==> src/rtl/instr_encoder.sv <==
// Encodes (op, addr1, addr2) requests into 16-bit type-1 instruction words behind a small FIFO; one cycle from accept to instr_out.
// req_ready drops only when the FIFO is full; illegal ops are dropped with a one-cycle illegal_op pulse. INSTR_ENC_ERR_CNT_EN adds err_cnt.
module instr_encoder #(
    parameter int ADDR_W = 2
) (
    input  logic              clk,
    input  logic              rst,
    input  logic              req_valid,
    output logic              req_ready,
    input  logic [1:0]        req_op,
    input  logic [2:0]        req_addr1,
    input  logic [2:0]        req_addr2,
    output logic [15:0]       instr_out,
    output logic              instr_valid,
    input  logic              instr_ready,
    output logic              illegal_op,
`ifdef INSTR_ENC_ERR_CNT_EN
    output logic [7:0]        err_cnt,
`endif
    output logic [ADDR_W:0]   fill
);

    localparam int DEPTH = 1 << ADDR_W;
    localparam logic [ADDR_W:0] FULL = (ADDR_W + 1)'(DEPTH);

    logic [15:0]       mem [DEPTH];
    logic [ADDR_W-1:0] wr_ptr;
    logic [ADDR_W-1:0] rd_ptr;
    logic              accept;
    logic              push;
    logic              pop;
    logic              drop;
    logic [8:0]        op_field;
    logic [15:0]       enc_word;

    assign req_ready   = (fill != FULL);
    assign instr_valid = (fill != '0);
    assign accept      = req_valid && req_ready;
    assign push        = accept && !req_op[1];
    assign drop        = accept && req_op[1];
    assign pop         = instr_valid && instr_ready;

    // Only ADD (00) and SHOW (01) reach here, so bit 0 selects the opcode field.
    assign op_field  = req_op[0] ? 9'b000_010_010 : 9'b000_000_001;
    assign enc_word  = {1'b0, op_field, req_addr1, req_addr2};
    assign instr_out = instr_valid ? mem[rd_ptr] : 16'h0000;

    always_ff @(posedge clk) begin
        if (push) begin
            mem[wr_ptr] <= enc_word;
        end
    end

    always_ff @(posedge clk) begin
        if (rst) begin
            wr_ptr     <= '0;
            rd_ptr     <= '0;
            fill       <= '0;
            illegal_op <= 1'b0;
        end else begin
            illegal_op <= drop;
            if (push) begin
                wr_ptr <= wr_ptr + ADDR_W'(1);
            end
            if (pop) begin
                rd_ptr <= rd_ptr + ADDR_W'(1);
            end
            case ({push, pop})
                2'b10:   fill <= fill + (ADDR_W + 1)'(1);
                2'b01:   fill <= fill - (ADDR_W + 1)'(1);
                default: fill <= fill;
            endcase
        end
    end

`ifdef INSTR_ENC_ERR_CNT_EN
    // Counts in step with the illegal_op pulse being raised; saturates.
    always_ff @(posedge clk) begin
        if (rst) begin
            err_cnt <= 8'h00;
        end else if (drop && err_cnt != 8'hFF) begin
            err_cnt <= err_cnt + 8'h01;
        end
    end
`endif

endmodule
==> config.mk <==
export PLATFORM = sky130hd
export DESIGN_NAME = instr_encoder
export DESIGN_NICKNAME = d
export VERILOG_FILES = /design/src/rtl/instr_encoder.sv
export SDC_FILE = /design/constraint.sdc
export NUM_CORES = 1
export LEC_CHECK = 0
export BUFFER_PORTS_ARGS = -buffer_cell sky130_fd_sc_hd__buf_2
export CAP_MARGIN = 20
export CORE_ASPECT_RATIO = 0.9
export CORE_MARGIN = 2
export CORE_UTILIZATION = 54
export DETAILED_ROUTE_END_ITERATION = 10
export PLACE_DENSITY_LB_ADDON = 0.05
export REMOVE_ABC_BUFFERS = 1
export SLEW_MARGIN = 20
export SYNTH_ARGS = -nofsm -noshare
export SYNTH_HDL_FRONTEND = slang
export SYNTH_SLANG_ARGS = --single-unit
export TNS_END_PERCENT = 5
==> constraint.sdc <==
create_clock -name clk -period 2.9 [get_ports clk]
set_input_delay 0.29 -clock clk [delete_from_list [all_inputs] [get_ports clk]]
set_output_delay 0.29 -clock clk [all_outputs]
set_load 0.05 [all_outputs]
* After elaboration in Yosys (flattened, before gate mapping)
Memory sizes are Yosys's and may differ from the RTL's. A register that Yosys moved wholly into a read port is not among the register bits.
Index checks and enable logic that the tools add are counted.
** Cells by class
- Add/sub/neg operators :: 4
- Multiply operators :: 0
- Div/mod/pow operators :: 0
- $lt $le $gt $ge :: 0
- Eq/ne operators :: 3
- Shift operators :: 0
- Mux-type cells :: 7
- Bitwise logic cells :: 0
- Reductions and logical operators :: 7
** Operators by type and width (count)
- 16-bit two-way mux :: 1
- 3-bit case mux with 2 select lines :: 1
- 5-bit two-way mux :: 1
- 2-bit by 1-bit adder with 2-bit output, second input constant :: 2
- 1-bit logical AND :: 4
- 2-bit two-way mux :: 2
- 3-bit by 1-bit adder with 3-bit output, second input constant :: 1
- 3-bit != test, second input constant :: 1
- 3-bit nonzero test :: 1
- 3-bit by 1-bit subtractor with 3-bit output, second input constant :: 1
- 2-bit by 1-bit equality test with 1-bit output, second input constant :: 1
- 2-bit equality test, second input constant :: 1
- 1-bit two-way mux :: 2
- 2-bit nonzero test :: 1
- 1-bit logical NOT :: 1
** Storage, ports and cells
- Register bits after elaboration :: 8
- Latch bits :: 0
- RAM bits :: 44
- ROM bits :: 0
- Output and inout port bits :: 22
- Logic and storage cells :: 26
- Memories :: 1
** Memories
- mem :: depth 4, width 11, rd ports 1, clocked after Yosys merged registers in 1, wr ports 1, line 26 : logic [15:0] mem [DEPTH];

* Depth between registers and ports, before layout
- Depth after elaboration :: 5
- Gate-level depth with buffers :: 10
- Depth with buffers taken out :: 9

* Worst setup path after synthesis
No wires, ideal clock.
- Kind :: register to register
- Start point :: register fill[2]
- End point :: register fill[2]
- Library setup time :: 70 ps
- Arrival :: 2831 ps
- Required time :: 2830 ps
- Slack :: -1 ps
- Cell stages (with the launch flop) :: 11
- Path buffers :: 1
- Clock period less this slack :: 2901 ps
- Cells stage by stage :: dfxtp_1 -> or3b_4 -> and3b_1 -> buf_6 -> inv_1 -> ha_1 -> inv_1 -> fa_1 -> xor2_1 -> or3_2 -> a21oi_1
** Between the ends
- Word-level cells in the longest chain between the ends :: 5
- Elaborated cells on any way between the ends :: 11
- Those cells by class :: 2 x add/sub; 3 x eq/ne; 1 x mux; 5 x reduce/logical
** RTL lines
- start, declared :: line 20 : output logic [ADDR_W:0] fill
- start signal, assigned :: line 69 : 2'b10: fill <= fill + (ADDR_W + 1)'(1);
- start signal, assigned :: line 70 : 2'b01: fill <= fill - (ADDR_W + 1)'(1);
- start signal, assigned :: line 71 : default: fill <= fill;
- 3-bit != test (*) :: line 36 : assign req_ready = (fill != FULL);
- net req_ready :: line 9 : output logic req_ready,
- 1-bit logical AND (*) :: line 38 : assign accept = req_valid && req_ready;
- 1-bit logical AND (*) :: line 39 : assign push = accept && !req_op[1];
- 2-bit by 1-bit equality test with 1-bit output or 2-bit equality test (tied branches) :: line 68 : case ({push, pop})
- 3-bit case mux with 2 select lines or 2-bit nonzero test (tied branches)
Mark *: on every way through the listed nets, which the timed path passes. The rest lies on a longest branch.
A chain may end at the register's enable or synchronous reset.

* Worst setup path in the final report
- Start point :: register fill[2]
- End point :: register fill[2]
** Between the ends
- Word-level cells in the longest chain between the ends :: 5
- Elaborated cells on any way between the ends :: 11
- Those cells by class :: 2 x add/sub; 3 x eq/ne; 1 x mux; 5 x reduce/logical
** RTL lines (line)
- 3-bit != test :: 36
- 1-bit logical AND :: 38
- 1-bit logical AND :: 39
- 2-bit by 1-bit equality test with 1-bit output or 2-bit equality test (tied branches) :: 68
- 3-bit case mux with 2 select lines or 2-bit nonzero test (tied branches)
Parallel ways exist; a longest one is shown, timed or not.

==> impl_metrics.json <==
{
  "start_kind": "flop",
  "diodes": 0,
  "arrival_ns": 2.76,
  "synthCells": 118,
  "clk_latency_ns": 0.29,
  "layout_commonest_cell": "edfxtp_1",
  "clock_skew_ns": 0.01012,
  "cp-end-kind": "flop",
  "die_y_um": 58.84,
  "setup_viol": 0,
  "final_layout_size_suffix_gt1_frac": 0.3356,
  "route.final.wire_length_um": 2810,
  "min_period_ns": 2.539,
  "grt_max_degree": 13,
  "dp_slack_ns": 0.3813,
  "antenna_found_initial": 0,
  "synth_xor_area_frac": 0.01456,
  "cap_violations": 0,
  "grt_usage": 0.1665,
  "core-area_mm2": 0.003114,
  "portBuffers": 26,
  "synth-adder-area-share": 0.04577,
  "synth_cell_type_count": 29,
  "drc": 0,
  "crit_fanout": 7,
  "period_share": 0.8755,
  "final_cell_mix": "edfxtp_1 (32), buf_2 (26), dfxtp_1 (10)",
  "tritoncts": "yes",
  "vias": 968,
  "num_io_pins": 34,
  "post_cts_resized": 0,
  "final_cell_area_mm2": 0.002021,
  "avgViaCountPerCell": 5.149,
  "firstDrtPassIters": 4,
  "worst_slew_pin_slew_ns": 0.5646,
  "postRouteAntennaNets": 0,
  "avgSynthCellArea_um2": 15.29,
  "post_cts_buffers": 0,
  "routabilityCongestion": 0.6870,
  "finish.net_count": 163,
  "grt_pass1_vias": 984,
  "htreeDepth": 2,
  "status": "finished clean",
  "placed_area_mm2": 0.001929,
  "drv_slew": 0,
  "setup_slack_ns": 0.3609,
  "synthSimpleGateAreaFrac": 0.09501,
  "fmax_mhz": 393.8,
  "setup-tns-final_ns": 0,
  "area_growth_pct": 12.00,
  "syn_area_mm2": 0.001804,
  "cts_buffers": 5,
  "power_density_mw_per_mm2": 953.2,
  "clock_path_buffers": 2,
  "seq_area_frac_synth": 0.6436,
  "dieArea_mm2": 0.003820,
  "synth_compound_area_frac": 0.01803,
  "rows": 19,
  "muxShareOfSynthArea": 0.1137,
  "grt-ovfl-total": 0,
  "die_x_um": 64.93,
  "hp-class": "input port to flop",
  "cts_num_sinks": 42,
  "hold_viol": 0,
  "hpwl_um": 1931,
  "cts_root_buf": "clkbuf_8",
  "grt_pass1_wl_um": 4540,
  "crit_required_ns": 3.12,
  "cts_hold_buf": 0,
  "rsz0062_at_grt": "no",
  "first_iter_violations": 44,
  "clk_pin_slew_worst_paths_ns": 0.08,
  "start_util": 0.5793,
  "synth-seq-cells": 42,
  "timing_worst_setup_path_type": "flop to flop",
  "slew_headroom": 0.6231,
  "wl_per_cell_um": 14.95,
  "yosys_warnings": 0,
  "p_leak_nw": 0.7760,
  "synth_top_family_by_area": "multiplexers",
  "peakVddDrop_uv": 415.4
}
## path summary, 6_finish.rpt
| check | from | endpoint | slack, ns | depth (start not counted) |
|---|---|---|---|---|
| worst min-delay path | req_addr1[0] | mem[3][3] | 0.22 | 1 |
| worst max-delay path | fill[2] | fill[2] | 0.36 | 9 |
| worst min register to register | rd_ptr[1] | rd_ptr[1] | 0.52 | 2 |
| worst max register to register | fill[2] | fill[2] | 0.36 | 9 |
## area by class of cell
type / instances / area [um2]
sequential: 42 / 1161
fill: 238 / 1094
multi-input combinational: 60 / 544.3
timing repair buffer: 27 / 137.6
clock buffer: 7 / 86.33
tap: 42 / 52.55
inverter: 9 / 33.78
clock inverter: 1 / 5.005
## layer usage
metal	vias to the layer above	share of wire	global-route usage
li1	458	-	-
met5	-	0	0
met3	5	0.045	0.04398
met4	0	0.011	0.07295
met2	27	0.50	0.2842
met1	478	0.44	0.2021
## registers in the layout, summed over array words and instances, names as in the netlist, named ones only
register	flops
mem	32
fill	3
rd_ptr	2
wr_ptr	2
illegal_op	1
## logic make-up after synthesis
group | after synthesis
buffers and inverters | 22
flip-flops | 42
XOR/XNOR | 3
other | 1
AND/OR/NAND/NOR | 28
adder cells (fa/ha/maj) | 6
multiplexers | 10
AO/OA/AOI/OAI | 6
## cell usage after synthesis
master    instances  share of area
buf_4             8          0.033
and2_1            1         0.0035
or3_1             1         0.0035
buf_6             1         0.0062
dfxtp_1          10           0.11
nor2_1            7          0.015
mux4_2            8           0.10
nor3_1            1         0.0028
or3_2             1         0.0042
nand2b_1          2         0.0069
and3b_1           1         0.0049
inv_1             9          0.019
xor2_1            3          0.015
nand2_1           1         0.0021
buf_2             1         0.0028
conb_1            1         0.0021
and2_2            3          0.012
o21ai_0           2         0.0055
fa_1              1          0.011
ha_1              5          0.035
or3b_4            1         0.0062
edfxtp_1         32           0.53
nor2b_1           8          0.028
and4b_2           1         0.0062
mux2i_1           1         0.0055
o31ai_1           1         0.0042
a21oi_1           3         0.0083
clkbuf_1          3         0.0062
mux2_4            1         0.0083
## where the power goes
group | switching (mW) | total (mW) | internal, mW | leakage (nW)
logic | 0.544 | 0.783 | 0.239 | 0.356
clock network | 0.184 | 0.376 | 0.192 | 0.0482
registers | 0.0686 | 0.767 | 0.699 | 0.372
total | 0.796 | 1.93 | 1.13 | 0.776
## critical path: stages (launching register included)
cell and delay (ns):
dfxtp_1 0.41, or3b_4 0.41, and3b_1 0.26, inv_1 0.09, ha_1 0.18, inv_1 0.06, fa_1 0.37, xor2_1 0.15
or3_2 0.41, a21oi_1 0.14
## metrics by stage
step           utilization  hold slack [ns]  cells  power (mW)
3_3_place_gp        0.6195           0.4818    180       1.556
3_5_place_dp        0.6195           0.5054    180       1.572
2_1_floorplan            -           0.3591    111       1.381
6_report            0.6489           0.2213    188       1.926
5_1_grt             0.6489           0.2108    188       2.015
4_1_cts             0.6489           0.2119    188       1.944
Power figures use the tool's default switching activity.
